`src/rtl/icache_pkg.sv`:
```
// Shared types, field widths and address-slicing helpers for the instruction cache.
package icache_pkg;

    localparam int OFFSET_W   = 2;
    localparam int INDEX_W    = 3;
    localparam int TAG_W      = 3;
    localparam int BLOCK_W    = 128;
    localparam int WORD_W     = 32;
    localparam int MEM_ADDR_W = TAG_W + INDEX_W;

    typedef enum logic [1:0] {
        IDLE     = 2'd0,
        MEM_READ = 2'd1,
        UPDATE   = 2'd2
    } icache_state_e;

    // Helpers take the word address (PC[9:2]) with the original bit numbering,
    // so the byte-offset bits never enter the cache logic.
    function automatic logic [OFFSET_W-1:0] get_offset(input logic [9:2] pc_word);
        return pc_word[3:2];
    endfunction

    function automatic logic [INDEX_W-1:0] get_index(input logic [9:2] pc_word);
        return pc_word[6:4];
    endfunction

    function automatic logic [TAG_W-1:0] get_tag(input logic [9:2] pc_word);
        return pc_word[9:7];
    endfunction

    // Word 0 lives in the least significant 32 bits of a block.
    function automatic logic [WORD_W-1:0] get_word(input logic [BLOCK_W-1:0] block,
                                                   input logic [OFFSET_W-1:0] offset);
        return block[{offset, 5'd0} +: WORD_W];
    endfunction

endpackage

```
`src/rtl/icache_ctrl.sv`:
```
// Miss-handling controller: sequences a block fetch from instruction memory
// and hands the captured block to the arrays for installation.
module icache_ctrl
    import icache_pkg::*;
(
    input  logic                  clk,
    input  logic                  rst_n,
    input  logic                  miss,
    input  logic [TAG_W-1:0]      req_tag,
    input  logic [INDEX_W-1:0]    req_index,
    input  logic                  mem_busywait,
    input  logic [BLOCK_W-1:0]    mem_readdata,
    output logic                  state_idle,
    output logic                  fill_we,
    output logic [TAG_W-1:0]      fill_tag,
    output logic [INDEX_W-1:0]    fill_index,
    output logic [BLOCK_W-1:0]    fill_data,
    output logic                  mem_read,
    output logic [MEM_ADDR_W-1:0] mem_address
);

    icache_state_e         state_r;
    logic [TAG_W-1:0]      miss_tag_r;
    logic [INDEX_W-1:0]    miss_index_r;
    logic [BLOCK_W-1:0]    fill_r;
    logic                  mem_read_r;
    logic [MEM_ADDR_W-1:0] mem_address_r;

    // FSM with registered memory request; the miss address is latched on entry so
    // a PC that moves during the stall cannot corrupt the fill.
    always_ff @(posedge clk) begin
        if (!rst_n) begin
            state_r       <= IDLE;
            miss_tag_r    <= {TAG_W{1'b0}};
            miss_index_r  <= {INDEX_W{1'b0}};
            fill_r        <= {BLOCK_W{1'b0}};
            mem_read_r    <= 1'b0;
            mem_address_r <= {MEM_ADDR_W{1'b0}};
        end else begin
            case (state_r)
                IDLE: begin
                    if (miss) begin
                        state_r       <= MEM_READ;
                        miss_tag_r    <= req_tag;
                        miss_index_r  <= req_index;
                        mem_read_r    <= 1'b1;
                        mem_address_r <= {req_tag, req_index};
                    end else begin
                        state_r       <= IDLE;
                    end
                end
                MEM_READ: begin
                    if (!mem_busywait) begin
                        state_r    <= UPDATE;
                        fill_r     <= mem_readdata;
                        mem_read_r <= 1'b0;
                    end else begin
                        state_r    <= MEM_READ;
                    end
                end
                UPDATE: begin
                    state_r <= IDLE;
                end
                default: begin
                    state_r    <= IDLE;
                    mem_read_r <= 1'b0;
                end
            endcase
        end
    end

    assign state_idle  = (state_r == IDLE);
    assign fill_we     = (state_r == UPDATE);
    assign fill_tag    = miss_tag_r;
    assign fill_index  = miss_index_r;
    assign fill_data   = fill_r;
    assign mem_read    = mem_read_r;
    assign mem_address = mem_address_r;

endmodule

```
`src/rtl/instruction_cache.sv`:
```
// Direct-mapped read-only instruction cache: same-cycle hits, block refill on miss
// while the CPU is stalled through BUSYWAIT.
module instruction_cache
    import icache_pkg::*;
#(
    parameter int ADDR_W          = 10,
    parameter int NUM_BLOCKS      = 8,
    parameter int WORDS_PER_BLOCK = 4
) (
    input  logic                  CLK,
    input  logic                  RESET,
    input  logic [31:0]           PC,
    output logic [31:0]           INSTRUCTION,
    output logic                  BUSYWAIT,
    output logic                  mem_read,
    output logic [MEM_ADDR_W-1:0] mem_address,
    input  logic [BLOCK_W-1:0]    mem_readdata,
    input  logic                  mem_busywait
);

    localparam int LINE_W = WORDS_PER_BLOCK * WORD_W;

    logic [ADDR_W-1:2]     pc_word_s;
    logic [OFFSET_W-1:0]   offset_s;
    logic [INDEX_W-1:0]    index_s;
    logic [TAG_W-1:0]      tag_s;
    logic                  hit_s;
    logic                  unused_pc_bits_s;

    logic [NUM_BLOCKS-1:0] valid_r;
    logic [TAG_W-1:0]      tag_r  [NUM_BLOCKS];
    logic [LINE_W-1:0]     data_r [NUM_BLOCKS];

    logic                  state_idle_s;
    logic                  fill_we_s;
    logic [TAG_W-1:0]      fill_tag_s;
    logic [INDEX_W-1:0]    fill_index_s;
    logic [BLOCK_W-1:0]    fill_data_s;

    assign pc_word_s        = PC[ADDR_W-1:2];
    assign unused_pc_bits_s = ^{PC[31:ADDR_W], PC[1:0]};
    assign offset_s         = get_offset(pc_word_s);
    assign index_s          = get_index(pc_word_s);
    assign tag_s            = get_tag(pc_word_s);

    // Lookup against the indexed line; tags are never reset, valid gates them.
    always_comb begin
        hit_s = 1'b0;
        if (valid_r[index_s] && (tag_r[index_s] == tag_s)) begin
            hit_s = 1'b1;
        end else begin
            hit_s = 1'b0;
        end
    end

    // Word mux; data is uninitialised after reset, so a miss returns zero instead.
    always_comb begin
        INSTRUCTION = 32'd0;
        if (hit_s) begin
            INSTRUCTION = get_word(data_r[index_s], offset_s);
        end else begin
            INSTRUCTION = 32'd0;
        end
    end

    // Stall whenever the word is not present or a refill is still in flight.
    always_comb begin
        BUSYWAIT = 1'b0;
        if (!RESET) begin
            BUSYWAIT = 1'b0;
        end else if (!hit_s || !state_idle_s) begin
            BUSYWAIT = 1'b1;
        end else begin
            BUSYWAIT = 1'b0;
        end
    end

    // Valid bits: cleared by reset, set when a refill is installed.
    always_ff @(posedge CLK) begin
        if (!RESET) begin
            valid_r <= {NUM_BLOCKS{1'b0}};
        end else if (fill_we_s) begin
            valid_r[fill_index_s] <= 1'b1;
        end else begin
            valid_r <= valid_r;
        end
    end

    // Tag and data arrays: written only on refill, never while reset is held.
    always_ff @(posedge CLK) begin
        if (RESET && fill_we_s) begin
            tag_r[fill_index_s]  <= fill_tag_s;
            data_r[fill_index_s] <= fill_data_s;
        end
    end

    icache_ctrl u_ctrl (
        .clk          (CLK),
        .rst_n        (RESET),
        .miss         (!hit_s),
        .req_tag      (tag_s),
        .req_index    (index_s),
        .mem_busywait (mem_busywait),
        .mem_readdata (mem_readdata),
        .state_idle   (state_idle_s),
        .fill_we      (fill_we_s),
        .fill_tag     (fill_tag_s),
        .fill_index   (fill_index_s),
        .fill_data    (fill_data_s),
        .mem_read     (mem_read),
        .mem_address  (mem_address)
    );

endmodule

```
`config.mk`:
```
export PLATFORM = sky130hd
export DESIGN_NAME = instruction_cache
export DESIGN_NICKNAME = d
export VERILOG_FILES = /design/src/rtl/icache_pkg.sv /design/src/rtl/icache_ctrl.sv /design/src/rtl/instruction_cache.sv
export SDC_FILE = /design/constraint.sdc
export NUM_CORES = 1
export LEC_CHECK = 0
export ABC_CLOCK_PERIOD_IN_PS = 13400
export BUFFER_PORTS_ARGS = -buffer_cell sky130_fd_sc_hd__buf_2
export CAP_MARGIN = 20
export CORE_MARGIN = 1
export CORE_UTILIZATION = 50
export DETAILED_ROUTE_END_ITERATION = 8
export HOLD_SLACK_MARGIN = 0.05
export PLACE_DENSITY = 0.65
export SLEW_MARGIN = 40
export SYNTH_ARGS = -nofsm -noshare
export SYNTH_HDL_FRONTEND = slang
export SYNTH_SLANG_ARGS = --single-unit
```
`constraint.sdc`:
```
create_clock -name CLK -period 13.4 [get_ports CLK]
set_input_delay 1.34 -clock CLK [delete_from_list [all_inputs] [get_ports CLK]]
set_output_delay 1.34 -clock CLK [all_outputs]
set_load 0.03 [all_outputs]
```
# Word level (Yosys, flattened, before mapping)

Memory sizes are Yosys's and may differ from the RTL's.
Cells that the tools add are included.

$lt $le $gt $ge: 3
Equal/unequal tests: 5
Shift operators: 1
Muxes and demuxes: 16
Bitwise gates (word level): 4
Reductions and logical operators: 10

Operator list:

| kind                                                                                | count |
|---|---|
| 128-bit by 8-bit indexed part select with 32-bit output                             | 1 |
| 32-bit 2-to-1 mux                                                                   | 1 |
| 1-bit 2-to-1 mux                                                                    | 10 |
| 3-bit by 4-bit less-than comparator with 1-bit output, second input constant        | 2 |
| 8-bit bitwise OR                                                                    | 1 |
| 2-bit != test, second input constant                                                | 2 |
| 2-bit one-hot mux with 2 select lines                                               | 1 |
| 2-bit AND reduction                                                                 | 2 |
| 1-bit binary-select mux with 3-bit select                                           | 1 |
| 1-bit demux with 3-bit select                                                       | 1 |
| 3-bit equality test                                                                 | 1 |
| 3-bit by 1-bit greater-or-equal comparator with 1-bit output, second input constant | 1 |
| 1-bit logical AND                                                                   | 3 |
| 1-bit inverter                                                                      | 3 |
| 1-bit one-hot mux with 3 select lines                                               | 1 |
| 3-bit AND reduction                                                                 | 1 |
| 2-bit by 1-bit equality test with 1-bit output, second input constant               | 1 |
| 2-bit equality test, second input constant                                          | 1 |
| 1-bit logical NOT                                                                   | 2 |
| 2-bit logical NOT                                                                   | 1 |
| 2-bit 2-to-1 mux                                                                    | 1 |
| 1-bit logical OR                                                                    | 1 |

Bits in registers: 151
RAM bits: 1048
Input bits: 163
Output and inout port bits: 40
Word-level logic and storage cells: 48
Memories: 2

Memories:

| memory | depth | bits a word | rd ports | clocked after memory_dff | wr ports | RTL line                | source |
|---|---|---|---|---|---|---|---|
| data_r | 8     | 128         | 1        | 0                        | 1        | instruction_cache.sv:32 | `logic [LINE_W-1:0] data_r [NUM_BLOCKS];` |
| tag_r  | 8     | 3           | 1        | 0                        | 1        | instruction_cache.sv:31 | `logic [TAG_W-1:0] tag_r [NUM_BLOCKS];` |

# Logic depth before layout (Yosys ltp)

Gate-level depths: netlist (run 1).

Depth in word-level cells: 8
Gate-level depth with buffers: 10
Depth with buffers taken out: 6

# Cells and area by module

A second synthesis (run 1) with hierarchy kept.

Cell total of the unflattened synthesis: 2309
Area, all modules: 45472.4 µm²

By module, submodules not included:

| module            | instances | cells each | area an instance (µm²) | sequential area each (µm²) |
|---|---|---|---|---|
| instruction_cache | 1         | 1695       | 40458.8                | 31630.3 |
| icache_ctrl       | 1         | 614        | 5013.6                 | 2742.6 |

# Worst setup path after synthesis (run 1)

OpenSTA, ideal clock, no wires.

Path type: input -> register
Start: input RESET
End: memory data_r[0][0] (netlist bit), enable pin
Arrival: 11.143 ns
Data required time: 12.616 ns
Setup slack: 1.474 ns
Stages: 3
Buffers on the path: 1
Path through: clkbuf_1 or4b_2 nor3_1

Cells in the longest elaborated chain, start to end: 3

Ends and longest elaborated chain:

| item                                   | RTL line                | source |
|---|---|---|
| start: declaration                     | instruction_cache.sv:11 | `input logic RESET,` |
| 1-bit logical AND                      | instruction_cache.sv:91 | `if (RESET && fill_we_s) begin` |
| 1-bit 2-to-1 mux                       | instruction_cache.sv:91 |  |
| 1-bit 2-to-1 mux (not written as such) | instruction_cache.sv:93 | `data_r[fill_index_s] <= fill_data_s;` |
| end: declaration                       | instruction_cache.sv:32 |  |

Every way passes these cells.

# Worst setup path after layout (run 1)

Start: input PC[4]
End: output INSTRUCTION[31]

Cells in the longest elaborated chain, start to end: 5
Elaborated cells on any way between the ends: 9
Classes of those cells: eq/ne (1); shift (1); mux (4); reduce/logical (1); memory (2)

Ends and longest elaborated chain:

| item                                                            | RTL line                | source |
|---|---|---|
| start: declaration                                              | instruction_cache.sv:12 | `input logic [31:0] PC,` |
| branches (longest 4 deep; another with memory read 8 x 128 bit) | --                      |  |
| 32-bit 2-to-1 mux (*)                                           | instruction_cache.sv:59 | `if (hit_s) begin` |
| end: declaration                                                | instruction_cache.sv:13 | `output logic [31:0] INSTRUCTION,` |

Mark *: on every way between the ends. The select of a mux whose other input is x is not followed.

==> flow_summary_export.csv, run 1 <==
group,metric,value,unit
status,status,"completed",
logic_synthesis,synth_area_per_cell,19.9,um^2
logic_synthesis,synth_flop_cell,"edfxtp_1",
placed_design,dp.cells,3525,
routing,routed_via_density,5.93,
global_route,grt_pass1_vias,22700,
min_path,whs_endpoint,"valid_r[4]$_SDFFE_PN0N_",
timing,hold_viol,0,
worst_setup_path,path_buf_inv,6,
logic_synthesis,syn_inst,2272,
timing,min_period,6.90,ns
power,sw_frac_of_total,0.207,
global_route,antenna_found_initial,4,
power,pwr-share-comb,0.044,
finish,final_nets,2631,
routing,routed_wl,105000,um
logic_synthesis,synth_commonest_cells,"edfxtp_1, mux4_2, nand2_1",
timing,clock.fmax,145,MHz
floorplan,initial_utilization,0.504,
worst_setup_path,cp_slowest_cell,"clkbuf_8",
logic_synthesis,synth_area_leaders,"edfxtp_1, mux4_2, dfxtp_1",
min_path,hp-start,"valid_r[4]$_SDFFE_PN0N_",
global_route,grt_usage,0.232,
timing,final_max_slew_viol_count,0,
worst_setup_path,reg2reg_depth,6,
placed_design,io_buffers,178,
min_path,holdCritPathClass,"register to register",
run,drv_cap,0,
clock_network,cts-root-buf,"clkbuf_16",
clock_network,ctsResizeCount,0,
placed_design,hpwl,58800,um
worst_setup_path,criticalPathCategory,"input pin to output port",
routing,wl_per_cell,27.9,um
timing,setup_tns,0,ns
worst_setup_path,reg2reg_from,"u_ctrl.state_r[1]$_SDFF_PN0_",
clock_network,htree_levels,3,
worst_setup_path,crit_start,"PC[4]",
timing,setup_violations,0,
finish,num-fill-cells,6549,
power,ir_worst_vdd,0.111,mV
clock_network,cts_setup_buffers,0,
worst_setup_path,max_stage_delay,0.66,ns
worst_setup_path,cp-start-kind,"input pin",
global_route,overflow,0,
finish,post_route_cells_drive_above_1_share,0.278,
placed_design,gp_congestion,0.763,
global_route,grt_pass1_wl,153000,um
power,power_density,149,nW/um^2
timing,rsz0062_at_grt,"no",
clock_network,clock_latency,0.70,ns
power,internal_power,6.09,mW
logic_synthesis,ys_seq_area_frac,0.759,
clock_network,cts_tree,"done",
logic_synthesis,netlist-cell-type-count,32,
worst_setup_path,critical_path.top_delay_family,"buffers and inverters",
power,p_clk_frac,0.422,
worst_setup_path,required,12.06,ns
routing,firstDrtPassIters,5,
logic_synthesis,syn-cell-area,45300,um^2
clock_network,cts_hold_buf,0,
floorplan,io_pins,203,
logic_synthesis,synthSimpleGateAreaFrac,0.0324,
global_route,grt_max_degree,112,
timing,tightest_slew,0.900,ns
clock_network,clk_pin_slew_worst_paths,0.06,ns
clock_network,cts_buffers,113,
timing,slew_headroom,0.396,
routing,drt_iter0_drc,1883,
floorplan,die_h,303,um
timing,fin_crit_sh,0.515,
routing,drtAntennaViolNets,0,
worst_setup_path,regToRegEndpoint,"data_r[0][104]$_DFFE_PP_",
logic_synthesis,synth_warnings,0,
worst_setup_path,cp_cell_sequence,"buf_8 > buf_16 > buf_12 > buf_16 > clkbuf_8 > mux4_2 > nor2b_1 > a211oi_1 > a211oi_1 > a21oi_1 > nor2_1 > buf_2",
clock_network,cts.sinks,1193,
logic_synthesis,synth.top_cell.area_share,0.695,
worst_setup_path,crit_fanout,54,
logic_synthesis,synth.most_common_cell,"edfxtp_1",
routing,dr_total_vias,22200,
logic_synthesis,syn_nets,2435,
logic_synthesis,synth_edf_count,1048,
worst_setup_path,end_kind,"output port",
routing,drc,0,
logic_synthesis,synth_top_family_by_area,"multiplexers",
power,p_sw,1.59,mW
finish,area_growth,14.1,%
clock_network,clockBufferDepth,3,
logic_synthesis,synth_fa_ha_area_frac,0,
logic_synthesis,synth_compound_area_frac,0.0380,
power,seqPwrFrac,0.534,
logic_synthesis,synth_seq_cells,1193,
logic_synthesis,synth_area_leader_cell,"edfxtp_1",
min_path,holdPathStages,1,
floorplan,fp.coreArea,89900,um^2
logic_synthesis,async_flop_share,0,
floorplan,rows,110,
logic_synthesis,synthMuxAreaShare,0.156,
finish,stdcell_count,3746,
worst_setup_path,worstPathArrival,5.56,ns
floorplan,die_w,303,um
logic_synthesis,synthXorXnorAreaFrac,0.000580,
worst_setup_path,reg2reg_slack,9.40,ns
timing,skew,0.0300,ns
floorplan,die_area,91800,um^2
power,leakage,17.5,nW
[cell type report]
| class | instances | area [um^2] | area share |
|---|---|---|---|
| clock inverters | 61 | 628 | 0.0122 |
| inverters | 1 | 3.75 | 0.0000726 |
| multi-input cells | 937 | 10400 | 0.201 |
| diodes | 1 | 2.50 | 0.0000484 |
| clock buffers | 155 | 3210 | 0.0621 |
| well taps | 1176 | 1470 | 0.0285 |
| repair buffers | 222 | 1590 | 0.0308 |
| flip-flops and latches | 1193 | 34400 | 0.665 |
[flip-flops by register name (all words and copies together), names as in the netlist]
signal and count:
data_r 1024, u_ctrl.fill_data 128, tag_r 24, valid_r 8
u_ctrl.mem_address 6, u_ctrl.state_r 2, u_ctrl.mem_read 1
[logic make-up (layout without fill, tap and decap cells)]
family / after synthesis / after routing
simple gates: 358 / 358
flops: 1193 / 1193
other cells: 0 / 1
xor+xnor: 3 / 3
mux: 339 / 339
buf+inv: 142 / 439
compound gates: 237 / 237
[power groups by stage]
stage	combinational [mW]	clock (mW)	sequential, mW
4_1_cts	0.343	3.30	4.10
3_5_place_dp	0.342	0	4.18
5_1_grt	0.361	3.44	4.11
6_report	0.338	3.24	4.10
2_1_floorplan	0.213	0	4.17
3_3_place_gp	0.336	0	4.18
[how the worst max path moves through the flow]
stage / cells past startpoint / end / slack (ns)
6_report: 12 / INSTRUCTION[31] / 6.50
5_1_grt: 12 / INSTRUCTION[31] / 6.14
4_1_cts: 10 / INSTRUCTION[5] / 6.35
3_5_place_dp: 10 / INSTRUCTION[5] / 6.37
3_3_place_gp: 8 / INSTRUCTION[5] / 6.18
2_1_floorplan: 3 / data_r[0][0]$_DFFE_PP_ / 1.47
[routing by layer]
metal | global-route usage | vias to the layer above | routed length (um)
met4 | 0.0712 | 0 | 2520
met5 | 0 | - | 0
li1 | - | 9538 | -
met3 | 0.0465 | 129 | 8050
met2 | 0.370 | 785 | 51000
met1 | 0.325 | 11800 | 43000
[cell usage in the layout, fill, tap and decap left out, types with 8 or more instances in the layout]
| cell | count |
|---|---|
| a211oi_1 | 61 |
| a21boi_0 | 129 |
| a21o_1 | 8 |
| a21oi_1 | 32 |
| buf_12 | 9 |
| buf_16 | 8 |
| buf_2 | 173 |
| buf_4 | 15 |
| buf_6 | 11 |
| bufinv_16 | 11 |
| clkbuf_1 | 23 |
| clkbuf_16 | 116 |
| clkbuf_8 | 17 |
| clkinv_1 | 13 |
| clkinv_2 | 27 |
| dfxtp_1 | 145 |
| edfxtp_1 | 1048 |
| mux2i_1 | 44 |
| mux4_2 | 294 |
| nand2_1 | 271 |
| nor2_1 | 33 |
| nor2b_1 | 32 |
[worst reg2reg max path: cells and delay by family, from the launching register on]
family / cells / cell delay [ns]
buf+inv: 4 / 2.14
simple gates: 2 / 0.99
flops: 1 / 0.49
[stage by stage]
| step | area (um^2) | setup WS (ns) | util | total power [mW] | hold slack, ns |
|---|---|---|---|---|---|
| final | 51700 | 6.50 | 0.575 | 7.68 | 0.461 |
| after global routing | 51700 | 6.14 | 0.575 | 7.91 | 0.476 |
| after floorplan | 45300 | 1.47 | - | 4.39 | 0.421 |
| after detailed placement | 47700 | 6.37 | 0.531 | 4.53 | 0.439 |
| after global placement | 47400 | 6.18 | 0.528 | 4.51 | 0.428 |
| after CTS | 51600 | 6.35 | 0.574 | 7.75 | 0.463 |
No activity file was read; power rests on OpenSTA's default activity.
==> inputs of run 2 (changes only) <==
Settings changed: ABC_AREA set to 1, ABC_CLOCK_PERIOD_IN_PS 13400 to 5700, PLACE_DENSITY 0.65 to 0.67.
Clock period 13.4 ns to 5.7 ns, I/O delays scaled along.
==> flow_summary_export.csv, run 2 <==
group,metric,value,unit
status,status,"completed",
timing,skew,0.0287,ns
worst_setup_path,worstPathArrival,3.98,ns
clock_network,cts_hold_buf,0,
logic_synthesis,synth_warnings,0,
floorplan,die_w,308,um
worst_setup_path,cp-start-kind,"input pin",
global_route,grt_pass1_vias,28700,
timing,fin_ws,1.15,ns
worst_setup_path,path_buf_inv,4,
routing,drt_iter0_drc,3321,
timing,fin_crit_sh,0.798,
placed_design,dp.cells,5078,
floorplan,die_area,94800,um^2
min_path,holdPathStages,3,
floorplan,fp.coreArea,92200,um^2
logic_synthesis,syn_inst,3858,
routing,firstDrtPassIters,6,
min_path,whs_endpoint,"u_ctrl.fill_data[75]$_SDFFE_PN0P_",
finish,area_growth,13.1,%
placed_design,hpwl,66300,um
global_route,antenna_found_initial,3,
worst_setup_path,criticalPathCategory,"input pin to output port",
timing,clock.fmax,220,MHz
routing,routed_wl,122000,um
worst_setup_path,regToRegEndpoint,"data_r[4][36]$_DFFE_PP_",
finish,num-fill-cells,7409,
finish,largest_register_ff_count,1024,
clock_network,clock_latency,0.70,ns
floorplan,rows,111,
power,ir_worst_vdd,0.244,mV
logic_synthesis,synth_flop_cell,"edfxtp_1",
placed_design,gp_congestion,0.784,
timing,min_period,4.55,ns
clock_network,cts_tree,"done",
finish,layout_common_cells,"edfxtp_1, nand2_1, a21oi_1, nand3_1, a22oi_1",
floorplan,initial_utilization,0.507,
min_path,holdCritPathClass,"input pin to register",
power,leakage,18.8,nW
logic_synthesis,synth_edf_count,1048,
floorplan,io_pins,203,
clock_network,htree_levels,3,
routing,drtAntennaViolNets,0,
routing,wl_per_cell,23.0,um
clock_network,clk_pin_slew_worst_paths,0.06,ns
timing,final_max_slew_viol_count,0,
global_route,overflow,0,
worst_setup_path,reg2reg_slack,2.94,ns
finish,regMostFlops,"data_r",
finish,final_nets,4116,
clock_network,cts-root-buf,"clkbuf_16",
clock_network,ctsResizeCount,0,
logic_synthesis,async_flop_share,0,
power,power_density,356,nW/um^2
power,power,18.8,mW
global_route,grt_pass1_wl,180000,um
timing,rsz0062_at_grt,"no",
worst_setup_path,reg2reg_from,"u_ctrl.state_r[1]$_SDFF_PN0_",
timing,slew_headroom,0.423,
timing,hold_viol,0,
routing,dr_total_vias,30700,
worst_setup_path,cp_slowest_cell,"buf_4",
timing,tightest_slew,0.856,ns
floorplan,die_h,308,um
global_route,grt_max_degree,145,
finish,seq_area,34400,um^2
worst_setup_path,crit_fanout,93,
finish,final_common_cell,"edfxtp_1",
logic_synthesis,netlist-cell-type-count,23,
finish,stdcell_count,5300,
routing,drc,0,
timing,setup_violations,0,
logic_synthesis,syn_nets,4021,
logic_synthesis,synth.top_cell.area_share,0.673,
global_route,grt_usage,0.256,
worst_setup_path,required,5.13,ns
finish,multi_input_area,10500,um^2
logic_synthesis,synth_commonest_cells,"edfxtp_1, nand2_1, a21oi_1",
placed_design,io_buffers,178,
clock_network,cts.sinks,1193,
logic_synthesis,syn-cell-area,46800,um^2
worst_setup_path,reg2reg_depth,5,
worst_setup_path,critical_path.top_delay_family,"buffers and inverters",
clock_network,clockBufferDepth,3,
placed_design,place_ws,1.35,ns
finish,post_route_cells_drive_above_1_share,0.112,
logic_synthesis,synth_area_leader_cell,"edfxtp_1",
logic_synthesis,synth.most_common_cell,"edfxtp_1",
run,drv_cap,0,
logic_synthesis,ys_seq_area_frac,0.735,
worst_setup_path,end_kind,"output port",
worst_setup_path,cp_cell_sequence,"buf_8 > buf_4 > a21oi_1 > o21ai_0 > nand3_1 > nand2_1 > nand2_1 > nor2_2 > nand2_2 > buf_4 > a21oi_1 > buf_2",
min_path,hp-start,"mem_readdata[75]",
clock_network,cts_buffers,115,
finish,fin_util,0.574,
clock_network,cts_setup_buffers,0,
logic_synthesis,synth_seq_cells,1193,
logic_synthesis,synth_area_leaders,"edfxtp_1, nand2_1, dfxtp_1",
routing,routed_via_density,5.79,
worst_setup_path,max_stage_delay,0.64,ns
logic_synthesis,synth_area_per_cell,12.1,um^2
run 2: how the worst max path moves through the flow:
stage | from | to | slack, ns | cells after the start
floorplan | RESET | data_r[0][0]$_DFFE_PP_ | -1.41 | 4
global placement | PC[4] | INSTRUCTION[11] | 1.37 | 14
detailed placement | PC[4] | INSTRUCTION[11] | 1.35 | 12
CTS | PC[4] | INSTRUCTION[11] | 1.32 | 12
global route | PC[4] | INSTRUCTION[9] | 1.05 | 12
finish | PC[4] | INSTRUCTION[9] | 1.15 | 12
run 2: cells by family (layout without fill, tap and decap cells):
logic type,count (synthesis),count (layout),synth area share
simple gates,1372,1372,0.122
compound gates,851,851,0.101
flops,1193,1193,0.735
buf+inv,442,640,0.0423
other cells,0,1,0
run 2: layer usage:
| layer | global-route usage | part of all wire | up-vias |
|---|---|---|---|
| met5 | 0 | 0 | - |
| met4 | 0.0918 | 0.031 | 0 |
| met3 | 0.0403 | 0.092 | 202 |
| met2 | 0.381 | 0.45 | 1396 |
| met1 | 0.381 | 0.43 | 15000 |
| li1 | - | - | 14100 |
run 2: report_power, final:
part	total, mW	internal [mW]	switching, mW
Sequential	9.86	9.67	0.186
Clock	7.91	4.63	3.29
Combinational	1.07	0.308	0.761
run 2: tightest hold or removal path: stages:
cell and delay (ns):
buf_2 0.07, o21ai_0 0.07, a21oi_1 0.10
run 2: metrics by stage:
| stage | setup TNS (ns) | hold slack (ns) | instance area, um^2 |
|---|---|---|---|
| after detailed placement | 0 | 0.446 | 48900 |
| final | 0 | 0.140 | 52900 |
| after global routing | 0 | 0.150 | 52900 |
| after CTS | 0 | 0.101 | 52900 |
| after global placement | 0 | 0.436 | 48900 |
| after floorplan | -1473.58 | 0.425 | 46800 |
run 2: layout make-up:
type / count / share of cell area
clock buffers: 150 / 0.0586
multi-input cells: 2223 / 0.199
repair buffers: 250 / 0.0351
diodes: 1 / 0.0000473
flip-flops and latches: 1193 / 0.649
inverters: 170 / 0.0125
clock inverters: 70 / 0.0163
well taps: 1243 / 0.0294
